[config.mk]
export PLATFORM = sky130hd
export DESIGN_NAME = simon_encrypt_engine
export DESIGN_NICKNAME = d
export VERILOG_FILES = /design/src/rtl/simon_encrypt_engine.sv
export SDC_FILE = /design/constraint.sdc
export NUM_CORES = 1
export LEC_CHECK = 0
export CAP_MARGIN = 30
export CORE_ASPECT_RATIO = 1.2
export CORE_MARGIN = 2
export CORE_UTILIZATION = 35
export CTS_CLUSTER_SIZE = 8
export DETAILED_ROUTE_END_ITERATION = 8
export DONT_BUFFER_PORTS = 1
export RECOVER_POWER = 50
export REMOVE_ABC_BUFFERS = 1
export SLEW_MARGIN = 25
export SYNTH_ARGS = -nofsm -noshare
export SYNTH_HDL_FRONTEND = slang
export SYNTH_SLANG_ARGS = --single-unit
[constraint.sdc]
create_clock -name clk -period 2.7 [get_ports clk]
set_input_delay 0 -clock clk [delete_from_list [all_inputs] [get_ports clk]]
set_output_delay 0 -clock clk [all_outputs]
set_load 0.02 [all_outputs]
[src/rtl/simon_encrypt_engine.sv]
// Iterative SIMON encryption core: one Feistel round per clock, with the round key
// supplied combinationally by an external key scheduler indexed by round_idx.
module simon_encrypt_engine #(
  parameter int N      = 48,
  parameter int M      = 2,
  parameter int ROUNDS = 52
) (
  input  logic             clk,
  input  logic             rst_n,
  input  logic             start,
  input  logic [2*N-1:0]   plaintext,
  input  logic [N*M-1:0]   key,
  output logic [N*M-1:0]   key_q,
  output logic [6:0]       round_idx,
  input  logic [N-1:0]     round_key,
  output logic             busy,
  output logic             done,
  output logic [2*N-1:0]   ciphertext,
  output logic             ct_valid
);

  typedef enum logic [1:0] {S_IDLE, S_RUN, S_DONE} state_e;

  localparam logic [6:0] LAST_IDX = 7'(ROUNDS - 1);

  state_e           state_q, state_d;
  logic [N-1:0]     x_q, x_d;
  logic [N-1:0]     y_q, y_d;
  logic [N*M-1:0]   key_d;
  logic [6:0]       round_idx_q, round_idx_d;
  logic [2*N-1:0]   ct_q, ct_d;
  logic             done_q, done_d;
  logic             ct_valid_q, ct_valid_d;
  logic [N-1:0]     x_new;

  function automatic logic [N-1:0] rotl(input logic [N-1:0] v, input int unsigned s);
    return (v << s) | (v >> (N - s));
  endfunction

  assign x_new = y_q ^ (rotl(x_q, 1) & rotl(x_q, 8)) ^ rotl(x_q, 2) ^ round_key;

  // NOTE: every signal gets its hold value before the case, so no path leaves one unassigned (no latches).
  always_comb begin
    state_d     = state_q;
    x_d         = x_q;
    y_d         = y_q;
    key_d       = key_q;
    round_idx_d = round_idx_q;
    ct_d        = ct_q;
    done_d      = 1'b0;
    ct_valid_d  = ct_valid_q;

    unique case (state_q)
      S_IDLE, S_DONE: begin
        if (start) begin
          x_d         = plaintext[2*N-1:N];
          y_d         = plaintext[N-1:0];
          key_d       = key;
          round_idx_d = '0;
          ct_valid_d  = 1'b0;
          state_d     = S_RUN;
        end else if (state_q == S_DONE) begin
          state_d = S_IDLE;
        end
      end
      S_RUN: begin
        x_d = x_new;
        y_d = x_q;
        if (round_idx_q == LAST_IDX) begin
          // Capture {new x, new y}; new y is the pre-round x.
          ct_d       = {x_new, x_q};
          done_d     = 1'b1;
          ct_valid_d = 1'b1;
          state_d    = S_DONE;
        end else begin
          round_idx_d = round_idx_q + 7'd1;
        end
      end
      default: state_d = S_IDLE;
    endcase
  end

  // NOTE: only flops here, so every register clears on reset; a run in flight is simply dropped.
  always_ff @(posedge clk or negedge rst_n) begin
    if (!rst_n) begin
      state_q     <= S_IDLE;
      x_q         <= '0;
      y_q         <= '0;
      key_q       <= '0;
      round_idx_q <= '0;
      ct_q        <= '0;
      done_q      <= 1'b0;
      ct_valid_q  <= 1'b0;
    end else begin
      // NOTE: non-blocking so x_q/y_q swap with the values from before the edge.
      state_q     <= state_d;
      x_q         <= x_d;
      y_q         <= y_d;
      key_q       <= key_d;
      round_idx_q <= round_idx_d;
      ct_q        <= ct_d;
      done_q      <= done_d;
      ct_valid_q  <= ct_valid_d;
    end
  end

  assign busy       = (state_q == S_RUN);
  assign done       = done_q;
  assign round_idx  = round_idx_q;
  assign ciphertext = ct_q;
  assign ct_valid   = ct_valid_q;

endmodule
# Word level (Yosys, flattened, before mapping)
# Index checks and enable logic that the tools add are counted.
[op_classes] bitwise=7 n_mux=16 n_reduce_logical=9 add_sub_neg=1 n_eq_ne=7
[op_table] operator="case mux 48 bit (2 select lines)" count=2
[op_table] operator="XOR 48 bit" count=3
[op_table] operator="2-to-1 mux 48 bit" count=2
[op_table] operator="bitwise AND 48 bit" count=1
[op_table] operator="OR 48 x 1 -> 48 bit" count=1
[op_table] operator="OR 48 x 2 -> 48 bit" count=1
[op_table] operator="OR 48 x 8 -> 48 bit" count=1
[op_table] operator="2-to-1 mux 7 bit" count=2
[op_table] operator="case mux 7 bit (2 select lines)" count=1
[op_table] operator="AND reduction 2 bit" count=4
[op_table] operator="adder 7 x 1 -> 7 bit, second input constant" count=1
[op_table] operator="== test 7 x 6 -> 1 bit, second input constant" count=1
[op_table] operator="2-to-1 mux 2 bit" count=3
[op_table] operator="AND reduction 3 bit" count=2
[op_table] operator="2-to-1 mux 1 bit" count=4
[op_table] operator="!= test 2 bit, second input constant" count=2
[op_table] operator="case mux 2 bit (2 select lines)" count=1
[op_table] operator="!= test 3 bit, second input constant" count=1
[op_table] operator="== test 2 x 1 -> 1 bit, second input constant" count=1
[op_table] operator="== test 2 bit, second input constant" count=1
[op_table] operator="zero test 2 bit" count=1
[op_table] operator="!= test 2 x 1 -> 1 bit, second input constant" count=1
[op_table] operator="case mux 1 bit (2 select lines)" count=1
[op_table] operator="nonzero test 2 bit" count=1
[op_table] operator="OR reduction 2 bit" count=1
[totals] output_inout_bits=202 inputBits=243 regBits=299

# Depth between registers and ports, before layout
[depth] depth_word=6 ltp_mapped=7

# Worst setup path after synthesis
# OpenSTA, ideal clock, no wires.
[synth_path] kind="register to register" start="reg round_idx_q[0], in the netlist round_idx[0]" end="reg ct_q[67], in the netlist ciphertext[67]" stages_incl_launch_ff=7 arrival_ps=1948 path_slack_ps=625 required_ps=2572 synth_period_minus_slack_ps=2075 cell_sequence="dfrtp_1 ha_1 nand4b_1 nor4_4 buf_4 buf_4 mux2_1"
[synth_between] elab_chain_cells=2
[synth_rtl] item="start, declared" line_no="30" text="logic [6:0] round_idx_q, round_idx_d;"
[synth_rtl] item="start signal, assigned" line_no="100" text="round_idx_q <= round_idx_d;"
[synth_rtl] item="== test 7 x 6 -> 1 bit" line_no="69" text="if (round_idx_q == LAST_IDX) begin"
[synth_rtl] item="AND reduction 2 bit (no source line)"
[synth_rtl] item="end signal, assigned" line_no="101" text="ct_q <= ct_d;"
[synth_rtl] item="end, declared" line_no="31" text="logic [2*N-1:0] ct_q, ct_d;"
# No other way between the ends.
# A chain may end at the register's enable or synchronous reset.

# Final worst setup path
[layout_path] start="reg state_q[0]" end="reg x_q[18]"
[layout_between] elab_chain_cells=4
[layout_rtl] item="start, declared" line_no="26" text="state_e state_q, state_d;"
[layout_rtl] item="start signal, assigned" line_no="96" text="state_q <= state_d;"
[layout_rtl] item="== test 2 bit / zero test 2 bit (equally long branches)" line_no="53" text="unique case (state_q)"
[layout_rtl] item="OR reduction 2 bit" line_no="53"
[layout_rtl] item="!= test 2 bit (no source line) / nonzero test 2 bit (equally long branches)"
[layout_rtl] item="AND reduction 2 bit (no source line)"
[layout_rtl] item="end signal, assigned" line_no="87" text="x_q <= '0;"
[layout_rtl] item="end signal, assigned" line_no="97" text="x_q <= x_d;"
[layout_rtl] item="end, declared" line_no="27" text="logic [N-1:0] x_q, x_d;"
# Parallel ways exist; a longest one is shown, timed or not.

==> flow_summary.json <==
{
  "overflow": 0,
  "grt_pass1_vias": 10970,
  "min_period_ns": 2.486,
  "gp_routability_congestion": 0.8155,
  "die_y_um": 218.8,
  "yosys-top-cells-area": "dfrtp_1 56%, nand2_1 11%, xnor3_1 8.0%, mux2_2 6.4%, a221o_1 3.6%",
  "rsz0062_at_grt": "false",
  "yosysTopAreaCell": "dfrtp_1",
  "fin_area_sq_mm": 0.01811,
  "grt_pass1_wl_mm": 64.90,
  "min_path_type": "input pin to async pin",
  "finalPower_mw": 25.56,
  "drc": 0,
  "synthFlopType": "dfrtp_1",
  "async_flop_share_pct": 100.0,
  "cts_sinks": 299,
  "worst_setup_path_start_kind": "register",
  "end_kind": "register",
  "placed_cells": 1603,
  "clock_path_buffers": 3,
  "ys_seq_area_share_pct": 55.61,
  "synth_top_area_share_pct": 55.61,
  "htree_levels": 2,
  "worst_pin_slew_ns": 0.9265,
  "max_cap_viol_count": 0,
  "numCtsBuffers": 43,
  "worst_clock_skew_ns": 0.01774,
  "post-cts-setup-buffers": 0,
  "routedWlPerCell_um": 22.31,
  "clk_pin_slew_ns": 0.05,
  "clock_latency_ns": 0.54,
  "vdd_drop_max_mv": 0.5914,
  "final_common_cell": "nand2_1",
  "die_w_um": 183.0,
  "hold_slack_ns": -0.8354,
  "io_pins": 445,
  "final_cell_mix": "390 x nand2_1, 299 x dfrtp_1, 295 x dlygate4sd3_1",
  "critPathRequiredTime_ns": 3.10,
  "drtAntennaViolNets": 0,
  "min_period_over_period_pct": 92.07,
  "grt_max_degree": 300,
  "fin_ws_ns": 0.2141,
  "grtUsageTotal_pct": 21.10,
  "cts_resized": 0,
  "crit_fanout": 45,
  "fmax_mhz": 402.3,
  "place_area_sq_mm": 0.01400,
  "cts_root_buf": "clkbuf_16",
  "num_vias": 10440,
  "ys_seq_elements": 299,
  "final_cells": 1954,
  "initialDrtViolationCount": 624,
  "drt_wl_total_mm": 43.59,
  "syn_to_final_growth_pct": 34.64,
  "leakagePower_nw": 9.137,
  "setup_viol": 0,
  "portBuffers": 0,
  "cts_tree": "done",
  "relSlewSlack_pct": 38.24,
  "slew_violations": 0,
  "core_sq_mm": 0.03787,
  "cp.arrival_ns": 2.89,
  "synth.distinct_cells": 33,
  "powerDensity_mw_per_mm2": 1411,
  "synth_cells": 1182,
  "ys_warn_count": 0,
  "start_util_pct": 35.53,
  "fin_nets": 1707,
  "status": "complete, but fails checks",
  "viasPerCell": 5.343,
  "rows": 78,
  "firstDrtPassIters": 5,
  "antenna_found_initial": 6,
  "synth_edf_count": 0,
  "finalHoldViolations": 299,
  "worstSetupPathType": "register to register",
  "final_layout_size_suffix_gt1_share_pct": 9.946,
  "cts_hold_buf": 295,
  "violations": "negative hold slack",
  "dpl_worst_slack_ns": 0.5922,
  "tns_ns": 0,
  "final_util_pct": 47.84,
  "dieArea_sq_mm": 0.04003,
  "netlist_area_sq_mm": 0.01345,
  "syn_area_per_cell_sq_um": 11.38,
  "hpwl_mm": 27.22
}
-- path summary, 6_finish.rpt --
check                           start        end  cells past startpoint  slack [ns]
max                        state_q[0]    x_q[18]                      5        0.21
min                             rst_n    x_q[22]                      0       -0.84
max reg2reg                state_q[0]    x_q[18]                      5        0.21
min reg2reg                   y_q[45]    y_q[45]                      2        0.51
max in group asynchronous       rst_n     y_q[8]                      0        2.76
min in group clk                start  key_q[34]                      3        0.03
-- state kept, by name, indices dropped and copies added (netlist names) --
name,count
ciphertext,96
x_q,48
state_q,2
done,1
y_q,48
ct_valid,1
round_idx,7
key_q,96
-- worst max-delay path, cell delays in order (launching register included) --
cell and delay [ns]:
dfrtp_1 0.47, nand2b_4 0.44, buf_12 0.31, and3_1 0.21
a221o_1 0.29, dlygate4sd3_1 0.59
-- per-layer routing --
layer	vias up	wire length, um	global-route usage, %
met2	506	22050	37.66
met3	83	3645	6.356
met4	0	1480	8.080
met5	-	0	0
met1	5246	16410	23.63
li1	4606	-	-
-- final cells by class --
type | instances | area [sq um]
Tap cell | 480 | 600.6
Multi-Input combinational cell | 803 | 5668
Inverter | 4 | 17.52
Timing Repair Buffer | 312 | 3181
Antenna cell | 6 | 15.01
Clock buffer | 48 | 1126
Fill cell | 3291 | 19750
Clock inverter | 2 | 25.02
Sequential cell | 299 | 7482
-- report_power, final --
| group | internal [mW] | total [mW] | switching (mW) |
|---|---|---|---|
| clock | 2.90 | 4.78 | 1.88 |
| sequential | 6.65 | 10.6 | 3.96 |
| combinational | 6.20 | 10.2 | 3.97 |
| total | 15.7 | 25.6 | 9.81 |
-- cell usage after synthesis (2+ instances only) --
cell type,n
o21ai_0,2
nand2_1,390
or4_1,2
mux2_1,20
xor2_1,48
or3_1,2
xnor3_1,48
o31ai_1,2
clkbuf_1,57
a21oi_1,5
a221o_1,48
buf_4,3
and3_1,48
buf_1,4
nand2b_1,2
mux2_2,76
mux2i_1,2
nand3_1,49
nand4b_1,2
dfrtp_1,299
a22oi_1,48
inv_1,3
buf_2,12
-- cells by family (layout without fill, tap and decap cells) --
kind of cell / Yosys count / count (layout) / synth area share (%)
AND/OR/NAND/NOR: 500 / 500 / 15.72
buffers and inverters: 80 / 366 / 2.427
multiplexers: 98 / 98 / 8.184
adder cells (fa/ha/maj): 1 / 1 / 0.09298
flip-flops: 299 / 299 / 55.61
other: 0 / 6 / 0
XOR/XNOR: 96 / 96 / 11.16
AO/OA/AOI/OAI: 108 / 108 / 6.807
Note: power is estimated with default switching activity, not from simulation.
